## src/rtl/sdm_decim_pkg.sv

```systemverilog
// -----------------------------------------------------------------------------
// sdm_decim_pkg
//   Constants and helpers shared by the sigma-delta demodulator (sdm_decim)
//   and its integrator stage (sdm_cic_integ).
//   - acc_width   : CIC accumulator width for a given decimation exponent
//   - scale_shift : right shift that maps the CIC gain R^2 onto W_OUT bits
//   - WARMUP_TICKS: decimation ticks discarded after reset while the comb
//                   delay registers fill with real history
// -----------------------------------------------------------------------------
package sdm_decim_pkg;

    localparam int WARMUP_TICKS = 2;

    // Second-order CIC gain is R^2 = 2^(2*log2_dec). One extra bit holds the
    // value R^2 itself, which a full-scale input produces.
    function automatic int acc_width(input int log2_dec);
        return 2 * log2_dec + 1;
    endfunction

    function automatic int scale_shift(input int log2_dec, input int w_out);
        return 2 * log2_dec - w_out;
    endfunction

endpackage

```

## src/rtl/sdm_cic_integ.sv

```systemverilog
// -----------------------------------------------------------------------------
// sdm_cic_integ
//   Two cascaded integrators of a second-order CIC decimator, running at the
//   input sample rate. Arithmetic wraps mod 2^W_ACC; the comb stage relies on
//   that wraparound, so nothing here saturates.
// Ports
//   clk    system clock
//   clr    asynchronous active-high clear
//   en_i   sample enable; integrators hold while low
//   din_i  1-bit sigma-delta input
//   i2_o   second integrator state
// -----------------------------------------------------------------------------
module sdm_cic_integ #(
    parameter int W_ACC = 11
) (
    input  logic             clk,
    input  logic             clr,
    input  logic             en_i,
    input  logic             din_i,
    output logic [W_ACC-1:0] i2_o
);

    logic [W_ACC-1:0] i1_q, i1_d;
    logic [W_ACC-1:0] i2_q, i2_d;

    // Both updates use the old register values on the right-hand side.
    always_comb begin
        i1_d = i1_q;
        i2_d = i2_q;
        if (en_i) begin
            i1_d = i1_q + W_ACC'(din_i);
            i2_d = i2_q + i1_q;
        end
    end

    always_ff @(posedge clk or posedge clr) begin
        if (clr) begin
            i1_q <= '0;
            i2_q <= '0;
        end else begin
            i1_q <= i1_d;
            i2_q <= i2_d;
        end
    end

    assign i2_o = i2_q;

endmodule

```

## src/rtl/sdm_decim.sv

```systemverilog
// -----------------------------------------------------------------------------
// sdm_decim
//   Sigma-delta demodulator: sinc^2 (second-order CIC) decimation of a 1-bit
//   stream by R = 2^LOG2_DEC, scaled and clipped to an unsigned W_OUT-bit
//   sample, one per R enabled clocks, flagged by a one-cycle strobe.
// Ports
//   clk         system clock
//   clr         asynchronous active-high clear
//   en          sample enable; din consumed only when high
//   din         sigma-delta bitstream
//   dout        last decimated sample (held between strobes)
//   dout_valid  one-cycle strobe, dout new this cycle
//   sat         sample was clipped to all-ones (valid with dout_valid)
// Latency: tick in cycle k -> comb result at end of k -> outputs at end of
// k+1, so dout_valid is high in cycle k+2.
// -----------------------------------------------------------------------------
module sdm_decim
    import sdm_decim_pkg::*;
#(
    parameter int LOG2_DEC = 5,
    parameter int W_OUT    = 8
) (
    input  logic             clk,
    input  logic             clr,
    input  logic             en,
    input  logic             din,
    output logic [W_OUT-1:0] dout,
    output logic             dout_valid,
    output logic             sat
);

    localparam int W_ACC = acc_width(LOG2_DEC);
    localparam int SHIFT = scale_shift(LOG2_DEC, W_OUT);

    logic [W_ACC-1:0]    i2;
    logic [LOG2_DEC-1:0] cnt_q, cnt_d;
    logic [W_ACC-1:0]    i2_dly_q, i2_dly_d;
    logic [W_ACC-1:0]    c1_dly_q, c1_dly_d;
    logic [W_ACC-1:0]    c2_q, c2_d;
    logic [1:0]          warm_q, warm_d;
    logic [1:0]          vld_q, vld_d;       // [0]: comb result ready, [1]: strobe
    logic [W_OUT-1:0]    dout_q, dout_d;
    logic                sat_q, sat_d;

    logic                tick;
    logic                warm_done;
    logic [W_ACC-1:0]    c1_new, c2_new;
    logic [W_ACC-1:0]    c2_sh;
    logic                clip;

    sdm_cic_integ #(.W_ACC(W_ACC)) u_integ (
        .clk   (clk),
        .clr   (clr),
        .en_i  (en),
        .din_i (din),
        .i2_o  (i2)
    );

    // Last count of the period is all-ones, so the compare is a reduction AND.
    assign tick      = en & (&cnt_q);
    assign warm_done = (warm_q == 2'(WARMUP_TICKS));

    // Comb differences wrap mod 2^W_ACC by design.
    assign c1_new = i2 - i2_dly_q;
    assign c2_new = c1_new - c1_dly_q;

    // Anything left above W_OUT after the shift means the sample overflowed.
    assign c2_sh = c2_q >> SHIFT;
    assign clip  = |c2_sh[W_ACC-1:W_OUT];

    always_comb begin
        cnt_d    = cnt_q;
        i2_dly_d = i2_dly_q;
        c1_dly_d = c1_dly_q;
        c2_d     = c2_q;
        warm_d   = warm_q;
        vld_d    = {vld_q[0], tick & warm_done};
        dout_d   = dout_q;
        sat_d    = sat_q;

        if (en) begin
            cnt_d = cnt_q + LOG2_DEC'(1);
        end

        if (tick) begin
            i2_dly_d = i2;
            c1_dly_d = c1_new;
            c2_d     = c2_new;
            if (!warm_done) begin
                warm_d = warm_q + 2'd1;
            end
        end

        // Output stage runs off the pipeline bit, not en, so a strobe that is
        // already in flight completes even if en drops.
        if (vld_q[0]) begin
            sat_d  = clip;
            dout_d = clip ? '1 : c2_sh[W_OUT-1:0];
        end
    end

    always_ff @(posedge clk or posedge clr) begin
        if (clr) begin
            cnt_q    <= '0;
            i2_dly_q <= '0;
            c1_dly_q <= '0;
            c2_q     <= '0;
            warm_q   <= '0;
            vld_q    <= '0;
            dout_q   <= '0;
            sat_q    <= 1'b0;
        end else begin
            cnt_q    <= cnt_d;
            i2_dly_q <= i2_dly_d;
            c1_dly_q <= c1_dly_d;
            c2_q     <= c2_d;
            warm_q   <= warm_d;
            vld_q    <= vld_d;
            dout_q   <= dout_d;
            sat_q    <= sat_d;
        end
    end

    assign dout       = dout_q;
    assign dout_valid = vld_q[1];
    assign sat        = sat_q;

endmodule

```

## config.mk

```make
export PLATFORM = sky130hd
export DESIGN_NAME = sdm_decim
export DESIGN_NICKNAME = d
export VERILOG_FILES = /design/src/rtl/sdm_decim_pkg.sv /design/src/rtl/sdm_cic_integ.sv /design/src/rtl/sdm_decim.sv
export SDC_FILE = /design/constraint.sdc
export NUM_CORES = 1
export LEC_CHECK = 0
export ABC_AREA = 1
export CORE_UTILIZATION = 35
export CTS_BUF_LIST = sky130_fd_sc_hd__clkbuf_4 sky130_fd_sc_hd__clkbuf_8
export CTS_CLUSTER_DIAMETER = 30
export CTS_CLUSTER_SIZE = 8
export DETAILED_ROUTE_END_ITERATION = 8
export PLACE_DENSITY = 0.48
export SLEW_MARGIN = 20
export SYNTH_ARGS = -nofsm -noshare
export SYNTH_HDL_FRONTEND = slang
export SYNTH_SLANG_ARGS = --single-unit
```

## constraint.sdc

```tcl
create_clock -name clk -period 2.4 [get_ports clk]
set_input_delay 0.36 -clock clk [delete_from_list [all_inputs] [get_ports clk]]
set_output_delay 0.36 -clock clk [all_outputs]
set_load 0.005 [all_outputs]
```

==> metrics.txt, run 1 <==
Syn Area/Cell=8.26 µm²; Seq/Total Area, Yosys=42.3%; slew at the pin closest to its max-slew limit=0.502 ns; Num CTS Buffers=9; Post-Synthesis Cells=508; Top delay family on crit path=adder cells; RSZ-0062 raised after global routing=true; number of antenna-violating nets in the routed design=0; H-Tree Depth=3; synthesis-to-layout area growth=28.8%; cell types occupying the most area after synthesis=dfrtp_1, nand2_1, ha_1; Worst path slowest cell=fa_2; clk slew on worst S/H paths=0.08 ns; crit-path cells=inv_2 -> ha_4 -> fa_2 -> xnor2_2 -> ha_1 -> a21oi_2 -> nand2_2 -> nand2_2 -> nand2_4 -> nand3_1 -> nand2_1 -> or2_0 -> nand3_1 -> o21ai_1; power per cell area=1520 nW/µm²; IO Pins=14; initial antenna violation count=0; Setup crit end kind=register; I/O Buffers=13; Final Critical Period=2.48 ns; crit path DAT=2.74 ns; top post-synthesis cells by count=nand2_1, dfrtp_1, inv_1, o21ai_0, ha_1; worst setup margin=-0.0811 ns; DIE AREA=12400 µm²; status=finished with violations; vias in the first global route=3209; root buffer cell=clkbuf_8; worst hold-check path type=in -> async; post-synth top area cell=dfrtp_1; GP Congestion=0.855; placed insts=705; Final Power=0.00823 W; max incr delay on CP=0.39 ns; clock sink total=71; Final period util=103%; # rows=39; Reg2Reg Capture Point=c2_q[8]; Yosys warnings=0; Buffers & Inverters on Critical Path=1; crit-path max FO=3; leak pwr=2.76 nW; # DRC=1; Post-Syn Nets=548; via count=3385; VDD IR max=0.503 mV; critical path class=reg -> reg; R2R setup slack=-0.08 ns; max_slew headroom=66.5%; Nets=619; initial DRC count=140; async set-reset flop share out of synthesis=100%; Non-Filler Instances=727; Worst R2R Path Depth=14; R2R Path Start=u_integ.i2_o[0]; Detail Placement HPWL=6.65 mm; Post-Route WL=9.04 mm; Layout Skew=0.0106 ns; WL/cell=12.4 µm; CTS tree=yes; Synth Register Bits=71; mean number of vias per cell=4.66; Post-synth EDFFs=0; first-pass GRT wire length=15.0 mm; failing checks=design-rule violations, negative setup slack; Min Hold Slack=0.321 ns; Die Width=112 µm; Die Ht=112 µm; pre-CTS WS=-0.214 ns; Netlist cell types=38; DRT Pass-1 Iters=6; largest net degree at the start of global routing=32; mapped cell area=4200 µm²; most common cell in the netlist=nand2_1; Initial Utilization=36.3%; clock tree buffer depth=2; Final Setup Violations=6; layout cells sized above 1=24.8%; Skew-Pair Late Insertion Delay=0.38 ns; top cell type's share of synthesized area=42.3%; Antenna diodes=0; Tot GR Track Use=15.4%; fmax=403 MHz; final hold violation count=0; total core area=11600 µm²; Pins Over Slew Limit=0; grt ovf=0; required time of the critical path=2.66 ns; Main synth FF type=dfrtp_1; Max Cap Viol=0; startpoint types=register
-- how the worst max path moves through the flow --
| stage | cells after the start | start | slack (ns) | endpoint |
|---|---|---|---|---|
| 5_1_grt | 15 | u_integ.i2_o[7] | -0.25 | c2_q[10] |
| 6_report | 14 | u_integ.i2_o[0] | -0.08 | c2_q[8] |
| 3_5_place_dp | 16 | u_integ.i2_o[0] | -0.21 | c2_q[10] |
| 4_1_cts | 13 | i2_dly_q[0] | -0.1 | c2_q[8] |
| 2_1_floorplan | 14 | u_integ.i2_o[4] | -0.01 | c2_q[8] |
| 3_3_place_gp | 16 | u_integ.i2_o[0] | -0.21 | c2_q[10] |
-- cells in the final DEF (no fill, tap or decap), types with 2 or more instances in the layout --
cell,netlist,final
a21o_1,5,5
a21oi_1,21,17
a21oi_2,1,3
a21oi_4,0,2
a31oi_1,4,2
a31oi_2,0,2
buf_4,0,55
clkbuf_8,0,9
clkdlybuf4s50_1,0,13
clkinvlp_4,0,2
dfrtp_1,71,71
ha_1,34,25
ha_4,0,9
inv_1,68,58
inv_2,0,9
inv_4,1,2
inv_6,0,2
nand2_1,132,119
nand2_2,1,12
nand2_4,1,3
nand3_1,28,22
nand3_2,2,8
nand3b_1,2,2
nand4_1,5,5
nor2_1,24,22
nor2_2,3,3
nor2_4,1,3
nor3_1,3,2
nor3_4,1,2
o21ai_0,44,41
o21ai_1,4,5
o21ai_2,2,4
o21bai_1,2,2
xnor2_1,8,3
xnor2_2,0,5
xor2_1,20,20
-- where the power goes --
part	total, W	internal [W]	switching [W]	leakage (nW)
registers	0.00180	0.00155	0.000246	0.876
clock network	0.000987	0.000496	0.000491	0.0967
logic	0.00545	0.00264	0.00280	1.79
-- sequential cells by signal, indices dropped and copies added (netlist names) --
register	flops
c1_dly_q	11
c2_q	9
cnt_q	5
dout	8
i2_dly_q	11
sat	1
u_integ.i1_q	11
u_integ.i2_o	11
vld_q	2
warm_q	2
-- per-stage QoR --
stage	setup TNS [ns]	util, %	area (µm²)
6_report	-0.299	46.7	5410
3_3_place_gp	-0.780	42.2	4880
4_1_cts	-0.504	45.0	5200
3_5_place_dp	-0.744	42.2	4880
2_1_floorplan	-0.00972	-	4230
5_1_grt	-1.24	46.7	5410
-- layer usage --
metal / part of all wire [%] / GRT usage [%] / up-vias
li1: - / - / 1788
met1: 47 / 18.8 / 1559
met2: 49 / 25.5 / 26
met3: 2.7 / 4.30 / 12
met4: 2.0 / 6.85 / 0
met5: 0 / 0 / -
-- cell families (layout without fill, tap and decap cells) --
kind of cell	Yosys count	in the layout	share of synthesized area, %
buf+inv	79	155	7.39
xor+xnor	29	29	6.23
flops	71	71	42.3
compound gates	84	84	10.9
simple gates	209	209	22.1
fa+ha+maj	36	36	11.1
-- timing repair --
| item | CTS | global route |
|---|---|---|
| gates cloned | 0 | 0 |
| setup endpoints to repair | 7 | 7 |
| resized for setup | 18 | 44 |
| pin swaps | 12 | 27 |
| setup buffers | 2 | 4 |
| hold buffers | 0 | 0 |
-- final cells by class --
class / instances / area [µm²]
clock inverters: 6 / 67.6
inverters: 69 / 264
clock buffers: 10 / 131
well taps: 143 / 179
fillers: 1137 / 6160
multi-input cells: 358 / 2410
flip-flops and latches: 71 / 1780
repair buffers: 70 / 574
No activity file was read; power rests on OpenSTA's default activity.
==> run 2, diff against run 1 <==
--- a/config.mk
+++ b/config.mk
@@ -11,6 +11,7 @@
 export CTS_CLUSTER_DIAMETER = 30
 export CTS_CLUSTER_SIZE = 8
 export DETAILED_ROUTE_END_ITERATION = 8
+export GPL_TIMING_DRIVEN = 0
 export PLACE_DENSITY = 0.48
 export SLEW_MARGIN = 20
 export SYNTH_ARGS = -nofsm -noshare
==> run 2 against run 1 <==
The flow still finishes with violations (design-rule violations, negative setup slack). Critical path depth unchanged. Die area unchanged. Via count decreased by 0.24%. First-iteration DRC count decreased by 24%. Sequential power increased by 3%. Clock power decreased by 10%. Utilization decreased by 2.7 points. Count of clock-buffer cells in the layout unchanged. Non-clock buffer count decreased by 31. Combinational power decreased by 18%. Design area decreased by 5.7%. Global-route usage increased by 1.1 points. Critical path type unchanged. Critical endpoint unchanged. Largest cell class unchanged. Largest power group unchanged.
==> metrics.txt, run 2 (same netlist as run 1, synthesis figures left out) <==
Non-Filler Instances=695 (-4.4%); mean number of vias per cell=4.86 (+4.4%); setup TNS=-0.741 ns (-0.442 ns); initial antenna violation count=0 (unchanged); max_slew headroom=58.7% (-7.8 points); Layout Skew=0.0123 ns (+0.00170 ns); placed inst area=4560 µm² (-6.7%); vias in the first global route=3343 (+4.2%); required time of the critical path=2.66 ns (about the same); Die Ht=112 µm (unchanged); DRT Pass-1 Iters=6 (unchanged); clk slew on worst S/H paths=0.08 ns (about the same); max incr delay on CP=0.42 ns (+0.03 ns); startpoint types=register; most frequent cells in the layout=nand2_1, dfrtp_1, inv_1; # DRC=2 (+1); grt ovf=0 (unchanged); slew at the pin closest to its max-slew limit=0.619 ns (+0.118 ns); commonest non-fill, non-tap cell in the layout=nand2_1; Top delay family on crit path=compound AO/OA/AOI/OAI gates; placed insts=664 (-5.8%); Nets=588 (-5.0%); worst hold-check path type=in -> reg; Final Critical Period=2.62 ns (+0.135 ns); Post-Route WL=9.25 mm (+2.4%); Setup crit end kind=register; critical path class=reg -> reg; final hold violation count=0 (unchanged); largest net degree at the start of global routing=42 (+31%); Max Cap Viol=0 (unchanged); leak pwr=2.54 nW (-8.0%); Num CTS Buffers=9 (unchanged); number of antenna-violating nets in the routed design=0 (unchanged); power per cell area=1420 nW/µm² (-7.1%); Skew-Pair Late Insertion Delay=0.37 ns (about the same); clock tree buffer depth=2 (unchanged); Final period util=109% (+5.6 points); via count=3377 (-0.24%); Worst path slowest cell=dfrtp_1; RSZ-0062 raised after global routing=true; H-Tree Depth=3 (unchanged); Final Power=0.00721 W (-12%); clock sink total=71 (unchanged); VDD IR max=0.484 mV (-3.8%); Detail Placement HPWL=6.71 mm (+1.0%); final instance area=5090 µm² (-5.7%); Final Setup Violations=5 (-1); crit-path max FO=6 (+3); GP Congestion=0.846 (-1.0%); synthesis-to-layout area growth=21.4%; root buffer cell=clkbuf_8; WL/cell=13.3 µm (+7.1%); # rows=39 (unchanged); crit-path cells=ha_4 -> nand3_2 -> nand3_2 -> a21oi_2 -> o21bai_1 -> xor2_1 -> inv_1 -> ha_4 -> a21o_1 -> a21oi_2 -> nand2_2 -> or2_0 -> nand3_1 -> o21ai_1; crit path DAT=2.88 ns (+0.14 ns); DIE AREA=12400 µm² (unchanged); Buffers & Inverters on Critical Path=1 (unchanged); first-pass GRT wire length=16.2 mm (+8.3%); layout cells sized above 1=17.9% (-6.9 points); fmax=382 MHz (-5.2%); Pins Over Slew Limit=0 (unchanged); worst setup margin=-0.216 ns (-0.135 ns); failing checks=design-rule violations, negative setup slack; Antenna diodes=0 (unchanged); total core area=11600 µm² (unchanged); Tot GR Track Use=16.5% (+1.1 points); Min Hold Slack=0.253 ns (-0.0675 ns); CTS tree=yes; fill count=1140 (+0.26%); Initial Utilization=36.3% (unchanged); initial DRC count=107 (-24%); status=finished with violations; Die Width=112 µm (unchanged); I/O Buffers=12 (-1); IO Pins=14 (unchanged)
==> run 2: cell types whose count changed in the layout (fill, tap and decap cells not counted), moves of 3 or more <==
cell	change
clkbuf_1	+6
inv_1	+4
dfrtp_1	-6
nand2_2	-4
xnor2_2	-4
ha_4	+4
ha_1	-4
nand2_1	+6
inv_2	-4
xnor2_1	+3
buf_2	+3
dfrtp_2	+6
buf_4	-40
==> run 2: where the power goes <==
group / leakage [nW] / internal (W) / switching (W)
Sequential: 0.869 / 0.00156 / 0.000292
Combinational: 1.58 / 0.00200 / 0.00247
Clock: 0.0845 / 0.000397 / 0.000488
Total: 2.54 / 0.00396 / 0.00325
==> run 2: path summary, 6_finish.rpt <==
kind / start / end / slack, ns / cells after the start
worst max-delay path: u_integ.i2_o[2] / c2_q[8] / -0.22 / 14
worst min-delay path: en / cnt_q[0] / 0.25 / 2
worst max register to register: u_integ.i2_o[2] / c2_q[8] / -0.22 / 14
worst min register to register: vld_q[0] / vld_q[1] / 0.38 / 0
max in group asynchronous: clr / u_integ.i2_o[8] / 1.49 / 3
min in group asynchronous: clr / u_integ.i1_q[0] / 0.34 / 2
==> run 2: timing repair <==
item / in CTS / in global routing
hold endpoints to repair: 0 / 0
setup endpoints to repair: 7 / 7
pin swaps: 11 / 10
buffers inserted: 12 / 4
hold buffers: 0 / 0
resized for setup: 29 / 17
==> run 2: final cells by class <==
cell class                 instances  area, µm²  area share, %
buffer                            10       48.8          0.958
timing repair buffer              29        272           5.33
tap                              143        179           3.51
clock inverter                     5       33.8          0.663
multi-input combinational        358       2380           46.6
inverter                          69        264           5.18
sequential                        71       1780           35.0
clock buffer                      10        138           2.70
==> run 2: per-layer routing <==
metal / global-route usage [%] / wire length [µm] / up-vias
met4: 7.03 / 193 / 0
met3: 3.65 / 251 / 12
met1: 22.2 / 4600 / 1599
met5: 0 / 0 / -
met2: 25.8 / 4200 / 42
li1: - / - / 1724
==> run 2: per-stage QoR <==
stage                     utilization (%)  setup slack [ns]
after floorplan                         -          -0.00972
after global placement               39.2             -1.10
after detailed placement             39.4            -0.426
after CTS                            43.2            -0.202
after global routing                 44.1            -0.355
final                                44.1            -0.216
==> run 3, diff against run 2 <==
--- a/config.mk
+++ b/config.mk
@@ -6,13 +6,14 @@
 export NUM_CORES = 1
 export LEC_CHECK = 0
 export ABC_AREA = 1
-export CORE_UTILIZATION = 35
+export CORE_UTILIZATION = 60
 export CTS_BUF_LIST = sky130_fd_sc_hd__clkbuf_4 sky130_fd_sc_hd__clkbuf_8
 export CTS_CLUSTER_DIAMETER = 30
 export CTS_CLUSTER_SIZE = 8
 export DETAILED_ROUTE_END_ITERATION = 8
 export GPL_TIMING_DRIVEN = 0
-export PLACE_DENSITY = 0.48
+export PLACE_DENSITY = 0.74
+export SKIP_LAST_GASP = 1
 export SLEW_MARGIN = 20
 export SYNTH_ARGS = -nofsm -noshare
 export SYNTH_HDL_FRONTEND = slang
==> constraint.sdc (replaced) <==
create_clock -name clk -period 2.93 [get_ports clk]
set_input_delay 0.4395 -clock clk [delete_from_list [all_inputs] [get_ports clk]]
set_output_delay 0.4395 -clock clk [all_outputs]
set_load 0.005 [all_outputs]
==> run 3 against run 2 <==
The flow now finishes without violations. Sequential power fell by 19%. Combinational power fell by 34%. Sequential share of layout area rose by 2.5 points. Global-route usage rose by 9.0 points. Non-clock buffer count fell by 14. First-iteration DRC count rose by 100%. Wire length fell by 8.4%. Register-to-register slack improved by 0.38 ns. Clock power fell by 1%. Utilization rose by 26 points. Critical endpoint is now c2_q[10]. Highest routed layer unchanged.
==> metrics.txt, run 3 (same netlist as run 1, synthesis figures left out) <==
GP Congestion=0.912 (+7.7%); fmax=361 MHz (-5.5%); DIE AREA=7340 µm² (-41%); Reg2Reg Capture Point=c2_q[10]; Worst path slowest cell=fa_1; Num CTS Buffers=9 (unchanged); Buffers & Inverters on Critical Path=2 (+1); placed insts=617 (-7.1%); CP startpoint=u_integ.i2_o[0]; total core area=6790 µm² (-41%); Detail Placement HPWL=6.24 mm (-7.0%); hold_sp=en; P_sw=0.00236 W (-28%); power per cell area=1130 nW/µm² (-21%); Top delay family on crit path=adder cells; worst setup margin=0.161 ns (+0.377 ns); grt ovf=0 (unchanged); fin util=69.8% (+26 points); Nets=574 (-2.4%); startpoint types=register; CTS Hold Bufs=0 (unchanged); # rows=30 (-23%); Setup crit end=c2_q[10]; largest net degree at the start of global routing=41 (-2.4%); Max Used Layer=met4; R2R Path Start=u_integ.i2_o[0]; I/O Buffers=12 (unchanged); clock sink total=71 (unchanged); # DRC=0 (-2); clock tree buffer depth=2 (unchanged); initial antenna violation count=0 (unchanged); Worst R2R Path Depth=16 (+2); fill count=521 (-54%); number of antenna-violating nets in the routed design=0 (unchanged); Die Width=85.6 µm (-23%); WL/cell=13.4 µm (+0.43%); synthesis-to-layout area growth=12.9%; initial DRC count=216 (+100%); WP depth=16 (+2); mean number of vias per cell=5.29 (+8.9%); root buffer cell=clkbuf_8; Min Hold Slack=0.344 ns (+0.0906 ns); Pint=0.00298 W (-25%); final hold violation count=0 (unchanged); Combinational Power Share=55.5% (-6.5 points); DRT Pass-1 Iters=5 (-1); CTS tree=yes; Max Cap Viol=0 (unchanged); pre-CTS WS=0.0190 ns (+0.445 ns); Non-Filler Instances=634 (-8.8%); Worst path most repeated cell=nand3_1; commonest non-fill, non-tap cell in the layout=nand2_1; Final period util=94.5% (-14 points); via count=3354 (-0.68%); crit path DAT=3.01 ns (+0.13 ns); worst hold-check path type=in -> reg; first-pass GRT wire length=14.5 mm (-10%); status=complete, no violations; Layout Skew=0.00852 ns (-0.00379 ns); Setup crit end kind=register; Met3 Wirelength=261 µm (+4.0%); Tot GR Track Use=25.5% (+9.0 points); IO Pins=14 (unchanged); Pins Over Slew Limit=0 (unchanged); critical path class=reg -> reg; leak pwr=2.49 nW (-2.0%); vias in the first global route=3177 (-5.0%); setup TNS=0 ns (+0.741 ns); slew at the pin closest to its max-slew limit=0.566 ns (-0.0537 ns); layout cells sized above 1=8.55% (-9.4 points); Clock power frac=16.3% (+4.0 points); Final Setup Violations=0 (-5); required time of the critical path=3.17 ns (+0.51 ns); crit-path cells=inv_1 -> ha_2 -> fa_1 -> inv_1 -> a21oi_2 -> nor2_1 -> nor2_2 -> xor2_2 -> ha_1 -> nand2_1 -> nor2_1 -> o21ai_0 -> nand3_1 -> nand3_1 -> nand3_1 -> nand2_1; Die Ht=85.6 µm (-23%); Antenna diodes=0 (unchanged); routed wl met2=4.22 mm (+0.31%); RSZ-0062 raised after global routing=true; Initial Utilization=61.8% (+25 points); max_slew headroom=62.3% (+3.6 points); R2R setup slack=0.16 ns (+0.38 ns); Final Critical Period=2.77 ns (+0.153 ns); Reg area=1780 µm² (-0.42%); crit-path max FO=4 (-2); met1 wire length=3.88 mm (-16%); H-Tree Depth=3 (unchanged); max incr delay on CP=0.42 ns (about the same); Skew-Pair Late Insertion Delay=0.35 ns (-0.02 ns); clk slew on worst S/H paths=0.07 ns (about the same); VDD IR max=0.614 mV (+27%); multi-input logic area=2150 µm² (-9.3%); Post-Route WL=8.48 mm (-8.4%); most frequent cells in the layout=nand2_1, dfrtp_1, inv_1; switch share=44.2% (-0.89 points); sequential power share=28.2% (+2.5 points)
-- run 3: worst min path at each step --
stage / end / slack (ns) / cells after the start
floorplan: vld_q[1] / 0.35 / 0
global placement: vld_q[1] / 0.36 / 0
detailed placement: vld_q[1] / 0.36 / 0
CTS: cnt_q[0] / 0.33 / 2
global route: cnt_q[0] / 0.35 / 2
finish: cnt_q[0] / 0.34 / 2
-- run 3: metal layers --
metal / vias up / GRT usage [%]
met5: - / 0
met4: 0 / 8.33
met3: 9 / 5.20
met2: 53 / 43.4
met1: 1602 / 32.8
li1: 1690 / -
-- run 3: final cells by class --
type,count,share of cell area [%]
flip-flops and latches,71,37.5
clock inverters,3,1.43
plain buffers,10,1.03
well taps,96,2.53
clock buffers,12,3.22
multi-input cells,358,45.5
repair buffers,15,3.27
inverters,69,5.57
-- run 3: through the flow --
step / instance area [µm²] / power [W]
6_report: 4740 / 0.00533
5_1_grt: 4740 / 0.00582
4_1_cts: 4680 / 0.00521
3_5_place_dp: 4460 / 0.00429
3_3_place_gp: 4440 / 0.00419
2_1_floorplan: 4200 / 0.00371
-- run 3: repair_timing --
| item | 4_1_cts | 5_1_grt |
|---|---|---|
| hold endpoints to repair | 0 | 0 |
| gates resized for setup | 1 | 7 |
| pin swaps | 0 | 2 |
| endpoints found under the setup margin | 2 | 4 |
| setup buffers | 0 | 2 |
-- run 3: power by group through the flow --
stage               Combinational [W]  Clock (W)  Sequential [W]
global placement              0.00269          0         0.00150
floorplan                     0.00226          0         0.00145
detailed placement            0.00278          0         0.00151
CTS                           0.00282   0.000889         0.00150
finish                        0.00296   0.000872         0.00150
global route                  0.00336   0.000926         0.00153
